## config.mk

```make
export PLATFORM = sky130hd
export DESIGN_NAME = pwls_spi_reg_bridge
export DESIGN_NICKNAME = d
export VERILOG_FILES = /design/src/rtl/pwls_spi_pkg.sv /design/src/rtl/pwls_sync_edge.sv /design/src/rtl/pwls_spi_reg_bridge.sv
export SDC_FILE = /design/constraint.sdc
export NUM_CORES = 1
export LEC_CHECK = 0
export ABC_AREA = 1
export CAP_MARGIN = 20
export CORE_ASPECT_RATIO = 0.9
export CORE_MARGIN = 5
export CORE_UTILIZATION = 40
export CTS_BUF_LIST = sky130_fd_sc_hd__clkbuf_2 sky130_fd_sc_hd__clkbuf_4 sky130_fd_sc_hd__clkbuf_8
export DETAILED_ROUTE_END_ITERATION = 6
export MAX_ROUTING_LAYER = met4
export SYNTH_ARGS = -nofsm -noshare
export SYNTH_HDL_FRONTEND = slang
export SYNTH_SLANG_ARGS = --single-unit
```

## constraint.sdc

```tcl
create_clock -name clk -period 3.5 [get_ports clk]
set_input_delay 0.875 -clock clk [delete_from_list [all_inputs] [get_ports clk]]
set_output_delay 0.875 -clock clk [all_outputs]
set_load 0.01 [all_outputs]
```

## src/rtl/pwls_spi_pkg.sv

```systemverilog
// Shared types and frame layout for the SPI-to-register-bus bridge.
// The frame layout assumes the default 13-bit data and 6-bit address widths.
package pwls_spi_pkg;

  typedef enum logic [1:0] {
    IDLE      = 2'd0,
    SHIFT     = 2'd1,
    WRITE     = 2'd2,
    READ_WAIT = 2'd3
  } state_e;

  localparam int RW_BIT         = 23;
  localparam int ADDR_MSB       = 18;
  localparam int ADDR_LSB       = 13;
  localparam int DATA_MSB       = 12;
  localparam int FRAME_BITS     = 24;
  localparam int ADDR_DONE_BITS = 11;

  localparam logic [1:0] STROBE_ON  = 2'b10;
  localparam logic [1:0] STROBE_OFF = 2'b11;

  // Reply word shifted out on MISO during the frame after a read.
  function automatic logic [FRAME_BITS-1:0] miso_frame(input logic valid,
                                                       input logic err,
                                                       input logic [DATA_MSB:0] data);
    return {valid, err, 9'b0_0000_0000, data};
  endfunction

endpackage

```

## src/rtl/pwls_sync_edge.sv

```systemverilog
// Multi-flop synchronizer for an asynchronous pin with single-cycle rise/fall pulses
// derived from the last two synchronized samples.
module pwls_sync_edge #(
  parameter int   STAGES  = 2,
  parameter logic RST_VAL = 1'b0
) (
  input  logic clk,
  input  logic rst_n,
  input  logic d_i,
  output logic rise_o,
  output logic fall_o
);

  logic [STAGES-1:0] sync_q;
  logic              prev_q;

  // Synchronizer chain plus one history flop for edge detection.
  always_ff @(posedge clk or negedge rst_n) begin
    if (!rst_n) begin
      sync_q <= {STAGES{RST_VAL}};
      prev_q <= RST_VAL;
    end else begin
      sync_q <= {sync_q[STAGES-2:0], d_i};
      prev_q <= sync_q[STAGES-1];
    end
  end

  assign rise_o = sync_q[STAGES-1] & ~prev_q;
  assign fall_o = ~sync_q[STAGES-1] & prev_q;

endmodule

```

## src/rtl/pwls_spi_reg_bridge.sv

```systemverilog
// SPI mode-0 slave that decodes 24-bit frames into register bus writes and reads;
// read results are returned on MISO during the following frame.
module pwls_spi_reg_bridge
  import pwls_spi_pkg::*;
#(
  parameter int BITS_E       = 13,
  parameter int ADDR_BITS    = 6,
  parameter int READ_TIMEOUT = 15,
  parameter int SYNC_STAGES  = 2
) (
  input  logic                 clk,
  input  logic                 rst_n,
  input  logic                 spi_sclk,
  input  logic                 spi_cs_n,
  input  logic                 spi_mosi,
  output logic                 spi_miso,
  output logic                 spi_miso_oe,
  output logic [ADDR_BITS-1:0] address,
  output logic [BITS_E-1:0]    data_in,
  output logic [1:0]           data_write_n,
  output logic [1:0]           data_read_n,
  input  logic [BITS_E-1:0]    data_out,
  input  logic                 data_ready
);

  localparam int                TMR_W    = $clog2(READ_TIMEOUT + 1);
  localparam logic [TMR_W-1:0]  TMR_LAST = TMR_W'(READ_TIMEOUT - 1);
  localparam int                DONE_OFS = FRAME_BITS - ADDR_DONE_BITS;
  localparam logic [4:0]        CNT_FULL = 5'(FRAME_BITS);
  localparam logic [4:0]        CNT_ADDR = 5'(ADDR_DONE_BITS);

  logic sclk_rise_s, sclk_fall_s, cs_rise_s, cs_fall_s;
  logic [SYNC_STAGES-1:0] mosi_sync_q;
  logic mosi_s;

  state_e                 state_q;
  logic [FRAME_BITS-1:0]  shift_q, shift_d;
  logic [4:0]             bit_cnt_q, bit_cnt_d;
  logic [TMR_W-1:0]       tmr_q;
  logic [ADDR_BITS-1:0]   address_q;
  logic [BITS_E-1:0]      data_in_q, rdata_q;
  logic [1:0]             write_n_q, read_n_q;
  logic                   rd_valid_q, rd_err_q;
  logic [FRAME_BITS-1:0]  miso_sr_q;
  logic                   miso_q, sel_q;
  logic                   take_bit_s, cs_high_s;

  pwls_sync_edge #(.STAGES(SYNC_STAGES), .RST_VAL(1'b0)) u_sclk_sync (
    .clk    (clk),
    .rst_n  (rst_n),
    .d_i    (spi_sclk),
    .rise_o (sclk_rise_s),
    .fall_o (sclk_fall_s)
  );

  pwls_sync_edge #(.STAGES(SYNC_STAGES), .RST_VAL(1'b1)) u_cs_sync (
    .clk    (clk),
    .rst_n  (rst_n),
    .d_i    (spi_cs_n),
    .rise_o (cs_rise_s),
    .fall_o (cs_fall_s)
  );

  // Plain synchronizer for MOSI, aligned in latency with the sclk edge pulses.
  always_ff @(posedge clk or negedge rst_n) begin
    if (!rst_n) begin
      mosi_sync_q <= {SYNC_STAGES{1'b0}};
    end else begin
      mosi_sync_q <= {mosi_sync_q[SYNC_STAGES-2:0], spi_mosi};
    end
  end

  assign mosi_s    = mosi_sync_q[SYNC_STAGES-1];
  assign cs_high_s = ~sel_q;

  // Next shift-register contents and bit count for an incoming sclk rise.
  always_comb begin
    shift_d    = {shift_q[FRAME_BITS-2:0], mosi_s};
    bit_cnt_d  = bit_cnt_q + 5'd1;
    take_bit_s = 1'b0;
    if (sclk_rise_s && (state_q != IDLE) && (bit_cnt_q < CNT_FULL)) begin
      take_bit_s = 1'b1;
    end else begin
      take_bit_s = 1'b0;
    end
  end

  // Frame decode and register-bus strobe sequencing.
  always_ff @(posedge clk or negedge rst_n) begin
    if (!rst_n) begin
      state_q    <= IDLE;
      shift_q    <= '0;
      bit_cnt_q  <= 5'd0;
      tmr_q      <= '0;
      address_q  <= '0;
      data_in_q  <= '0;
      write_n_q  <= STROBE_OFF;
      read_n_q   <= STROBE_OFF;
      rdata_q    <= '0;
      rd_valid_q <= 1'b0;
      rd_err_q   <= 1'b0;
    end else begin
      if (take_bit_s) begin
        shift_q   <= shift_d;
        bit_cnt_q <= bit_cnt_d;
      end
      case (state_q)
        IDLE: begin
          if (cs_fall_s) begin
            shift_q   <= '0;
            bit_cnt_q <= 5'd0;
            state_q   <= SHIFT;
          end
        end
        SHIFT: begin
          if (cs_high_s) begin
            state_q <= IDLE;
          end else if (take_bit_s && (bit_cnt_d == CNT_ADDR) && shift_d[RW_BIT-DONE_OFS]) begin
            address_q  <= shift_d[ADDR_MSB-DONE_OFS:ADDR_LSB-DONE_OFS];
            read_n_q   <= STROBE_ON;
            rd_valid_q <= 1'b0;
            rd_err_q   <= 1'b0;
            tmr_q      <= '0;
            state_q    <= READ_WAIT;
          end else if (take_bit_s && (bit_cnt_d == CNT_FULL) && !shift_d[RW_BIT]) begin
            address_q <= shift_d[ADDR_MSB:ADDR_LSB];
            data_in_q <= shift_d[DATA_MSB:0];
            write_n_q <= STROBE_ON;
            state_q   <= WRITE;
          end
        end
        WRITE: begin
          write_n_q <= STROBE_OFF;
          state_q   <= cs_high_s ? IDLE : SHIFT;
        end
        READ_WAIT: begin
          // Data arriving on the final timeout cycle takes priority over the error.
          if (data_ready) begin
            rdata_q    <= data_out;
            rd_valid_q <= 1'b1;
            rd_err_q   <= 1'b0;
            read_n_q   <= STROBE_OFF;
            state_q    <= cs_high_s ? IDLE : SHIFT;
          end else if (tmr_q == TMR_LAST) begin
            rdata_q    <= '1;
            rd_valid_q <= 1'b1;
            rd_err_q   <= 1'b1;
            read_n_q   <= STROBE_OFF;
            state_q    <= cs_high_s ? IDLE : SHIFT;
          end else begin
            tmr_q <= tmr_q + 1'b1;
          end
        end
        default: begin
          state_q <= IDLE;
        end
      endcase
    end
  end

  // MISO reply shifter; sel_q tracks the synchronized chip-select level.
  always_ff @(posedge clk or negedge rst_n) begin
    if (!rst_n) begin
      miso_sr_q <= '0;
      miso_q    <= 1'b0;
      sel_q     <= 1'b0;
    end else begin
      if (cs_fall_s) begin
        sel_q     <= 1'b1;
        miso_sr_q <= miso_frame(rd_valid_q, rd_err_q, rdata_q);
        miso_q    <= rd_valid_q;
      end else if (cs_rise_s) begin
        sel_q  <= 1'b0;
        miso_q <= 1'b0;
      end else if (sclk_fall_s && sel_q) begin
        miso_sr_q <= {miso_sr_q[FRAME_BITS-2:0], 1'b0};
        miso_q    <= miso_sr_q[FRAME_BITS-2];
      end
    end
  end

  assign spi_miso     = miso_q;
  assign spi_miso_oe  = sel_q;
  assign address      = address_q;
  assign data_in      = data_in_q;
  assign data_write_n = write_n_q;
  assign data_read_n  = read_n_q;

endmodule
```

==> summary by stage <==
Synthesis
Counting flops with an async set or reset pin after synthesis yields a share of 100%. The synthesized design devotes to its leading area cell type 52.9% of total area. In the synthesized netlist, the number of instances is 523. The number of storage elements in the synthesis netlist is 103. After synthesis the cells add up to 0.00463 sq mm.

After synthesis, flip-flops and latches occupy 55.8% of the total area. The share of cell area taken by muxes after synthesis is 0%. The simple-gate share of the synthesized area is 19.7%. The main combinational cell family by area after synthesis is simple AND/OR/NAND/NOR gates.

In the post-synthesis netlist, the biggest area contributors are sky130_fd_sc_hd__dfrtp_1, sky130_fd_sc_hd__nand2_1, sky130_fd_sc_hd__inv_1, sky130_fd_sc_hd__nor2_1, sky130_fd_sc_hd__o22ai_1. The number of synthesized flops with an enable pin is 0. The synthesis warning total is 0.

The share of the synthesized area in compound gates (AO/OA/AOI/OAI) is 13.1%. The distinct cell type count of the synthesized netlist is 36. The most used flip-flop cell after synthesis is sky130_fd_sc_hd__dfrtp_1. The dominant cell type by area after synthesis is sky130_fd_sc_hd__dfrtp_1. The per-instance average area after synthesis is 8.86 sq um. After Yosys synthesis, full adders, half adders and majority gates account for 1.89% of the synthesized area. The area share of xor/xnor cells in the synthesized design is 0.378%.

Layout
Leaving out fill and tap cells, the most frequent cells in the layout are sky130_fd_sc_hd__nand2_1, sky130_fd_sc_hd__dfrtp_1, sky130_fd_sc_hd__inv_1. Of the cells placed in the final design, the portion with a size suffix greater than 1 is 8.93%. The antenna diode count is 0. The filler cell count is 1161. The total number of nets in the final design is 581. The most common library cell in the layout ignoring fill and taps is sky130_fd_sc_hd__nand2_1. The area occupied by registers is 0.00258 sq mm. After routing the design area is 0.00534 sq mm.

Compared with the post-synthesis result, the final layout area differs by 15.2%. At the end of the flow the core is filled with cells to 46.9%. The total area of multi-input combinational cells is 0.00164 sq mm.

Global route
Across every metal layer, demand over resource in global routing totals 14.8%. The via count of the first global-routing pass is 3533. The maximum number of pins on one net before global-route repair is 50. Global routing finished with a remaining overflow of 0. The initial antenna violation count was 0. The global-route wire length before repair is 16300 microns.

STA
The count of final max-slew check failures was 0. After routing, the total negative slack on setup checks comes to 0 ps. The final-report hold violation count was 0.

The post-layout minimum cycle time is 2740 ps. Setup slack closes at 764 ps. The tightest slew margin relative to the limit is 34.0%. The final critical path takes up 78.2% of the cycle. Setup violations remaining at the end of the flow were counted as 0. The maximum achievable frequency is 365 MHz.

Setup repair after global routing left no endpoint under its margin. Clock skew on the completed layout was measured at 11.9 ps. At the pin with the least slew margin, the transition time is 986 ps.

Power and ir drop
In this run the power density over the cells is 624 mW/mm^2. Overall power consumption after layout is estimated at 0.00333 W. In this run, flip-flops and latches consume 52.2% of the power.

The share of total power dissipated in combinational logic is 26.5%. The internal power of the cells totals 0.00217 W. The clock network accounts for 21.3% of the total power. The switching power share of the total is 34.8%.

The largest vdd supply drop is 0.264 mV. The switching power is 0.00116 W. The leakage power is 2.60 nW.

Critical path
Along the worst path, the maximum fanout reaches 15. The slowest stage of the critical path belongs to the cell sky130_fd_sc_hd__nor2_1. The setup path with the least slack is of type input port to register. At the worst endpoint, the arrival time is 3040 ps. Walking the worst path, the cells encountered are clkdlybuf4s50_1, inv_1, nand2_1, inv_1, nor2_1, a21oi_1, nand3_1, nand2_1, nand2_1. The critical path's largest stage delay is 740 ps. The category of the worst setup path launch point is an input port. The critical path endpoint category is a register. By instance count, the cell type seen most on the critical path is sky130_fd_sc_hd__nand2_1. The required arrival time at the worst endpoint is 3800 ps.

Placed design
The number of port buffers is 41. The worst setup slack after placement is 366 ps. At the end of routability-driven placement, the weighted congestion stood at 0.772. Once placement finished, the instance area stood at 0.00515 sq mm. The post-DP HPWL is 6100 microns.

Clock tree
TritonCTS built the clock tree. Clock-pin slew was measured on the worst setup and hold paths at 90 ps. Counting the buffers created by CTS gives 9.

The clock passes through at most 2 buffers. Gates resized during post-CTS repair numbered 0. Once the clock tree was built, the setup fixing pass inserted 0 buffers.

The clock tree synthesis step divided the H-tree into 3 levels. The clock drives 103 sinks. The clock latency at the later pin of the worst-skew pair is 370 ps. The cell at the root of the clock tree is sky130_fd_sc_hd__clkbuf_8. The number of hold-repair buffers added at the cts stage is 0.

Drt
The first detailed-routing pass ran for 4 iterations. Dividing the detail-routed via count by the number of cells gives 4.83. After the first detailed-routing iteration, the DRC count stood at 152. In the final routed layout, each cell accounts on average for 12.6 microns. The routed layout has 3457 vias. The post-detailed-route DRC marker count is 0. Summed over all layers, the routed wires come to 9010 microns.

Once detail routing completed, the nets flagged for antenna violations numbered 0.

Outcome
The flow ran to the end, and the final reports show no timing, DRC or antenna violations.

Floorplanning
The die is 112 microns tall. The area of the core is 0.0114 sq mm. The number of cell rows is 37. The die footprint is 0.0138 sq mm.

The die is 123 microns wide. Pin placement for this block handled 44 I/O pins. Once the floorplan was initialized, standard cells occupied 40.7% of the core.

Worst hold path
The path class of the tightest hold or removal check is register to register.

Flow run
The tool flagged a number of max-cap violations equal to 0.
==> cell usage after synthesis (2+ instances only) <==
master                     count
sky130_fd_sc_hd__nand3_1      12
sky130_fd_sc_hd__buf_2         7
sky130_fd_sc_hd__ha_1          7
sky130_fd_sc_hd__buf_1         2
sky130_fd_sc_hd__nor2_1       60
sky130_fd_sc_hd__dfrtp_1      98
sky130_fd_sc_hd__nor2_4        5
sky130_fd_sc_hd__inv_2         6
sky130_fd_sc_hd__o22ai_1      36
sky130_fd_sc_hd__a31oi_1      12
sky130_fd_sc_hd__nand2_1     101
sky130_fd_sc_hd__buf_4         4
sky130_fd_sc_hd__nand4_1       6
sky130_fd_sc_hd__clkbuf_1     10
sky130_fd_sc_hd__buf_6         3
sky130_fd_sc_hd__nand2_2       5
sky130_fd_sc_hd__a21oi_1      24
sky130_fd_sc_hd__o21ai_1      18
sky130_fd_sc_hd__nor3_1       14
sky130_fd_sc_hd__inv_1        66
sky130_fd_sc_hd__o21ai_0       8
sky130_fd_sc_hd__dfstp_2       5
==> final timing paths <==
check                                 endpoint  cells past startpoint                start  slack, ps
setup / recovery                      tmr_q[1]                      9           data_ready        760
hold reg to reg            u_cs_sync.sync_q[1]                      0  u_cs_sync.sync_q[0]        370
min in group asynchronous       mosi_sync_q[0]                      1                rst_n        450
hold / removal             u_cs_sync.sync_q[1]                      0  u_cs_sync.sync_q[0]        370
setup reg to reg                 miso_sr_q[12]                      5     u_cs_sync.prev_q       1030
max in group asynchronous      data_write_n[0]                      2                rst_n       2320
==> kinds of logic after synthesis <==
family,Yosys count
buffers and inverters,99
adder cells (fa/ha/maj),7
other,1
flip-flops,103
AND/OR/NAND/NOR,208
XOR/XNOR,2
AO/OA/AOI/OAI,103
==> routing by layer <==
layer / global-route usage [%] / wire length (microns) / vias to the layer above
met2: 23.2 / 4120 / 60
met1: 19.2 / 4390 / 1638
met3: 3.68 / 386 / 9
met4: 3.84 / 108 / 0
li1: - / - / 1750
met5: - / 0 / -
==> flip-flops by register name, summed over array words and instances (netlist names) <==
register,cells
shift_q,23
miso_sr_q,23
u_cs_sync.sync_q,2
rd_valid_q,1
u_sclk_sync.prev_q,1
spi_miso_oe,1
bit_cnt_q,5
tmr_q,4
address,6
mosi_sync_q,2
rd_err_q,1
rdata_q,13
data_read_n,1
u_cs_sync.prev_q,1
state_q,2
u_sclk_sync.sync_q,2
data_write_n,1
data_in,13
spi_miso,1
==> power by group through the flow <==
stage	Clock (W)	Sequential (W)	Combinational [W]
3_3_place_gp	0	0.00175	0.000864
5_1_grt	0.000782	0.00178	0.00103
3_5_place_dp	0	0.00176	0.000890
2_1_floorplan	0	0.00169	0.000692
6_report	0.000708	0.00174	0.000883
4_1_cts	0.000737	0.00174	0.000893
==> critical path: cells and delay by family <==
| kind | cells | cell delay (ps) |
|---|---|---|
| AO/OA/AOI/OAI | 1 | 250 |
| AND/OR/NAND/NOR | 5 | 1220 |
| buffers and inverters | 3 | 690 |
==> area by class of cell <==
type	count	area share (%)
sequential	103	48.4
multi-input combinational	322	30.7
timing repair buffer	46	8.58
inverter	73	5.13
tap	156	3.66
clock buffer	13	3.23
clock inverter	3	0.328
==> per-stage QoR <==
step / hold slack (ps) / std cells
after floorplan: 331 / 524
after global placement: 337 / 700
after detailed placement: 348 / 700
after CTS: 363 / 716
after global routing: 370 / 716
final: 366 / 716
(Power assumes the default switching activity.)
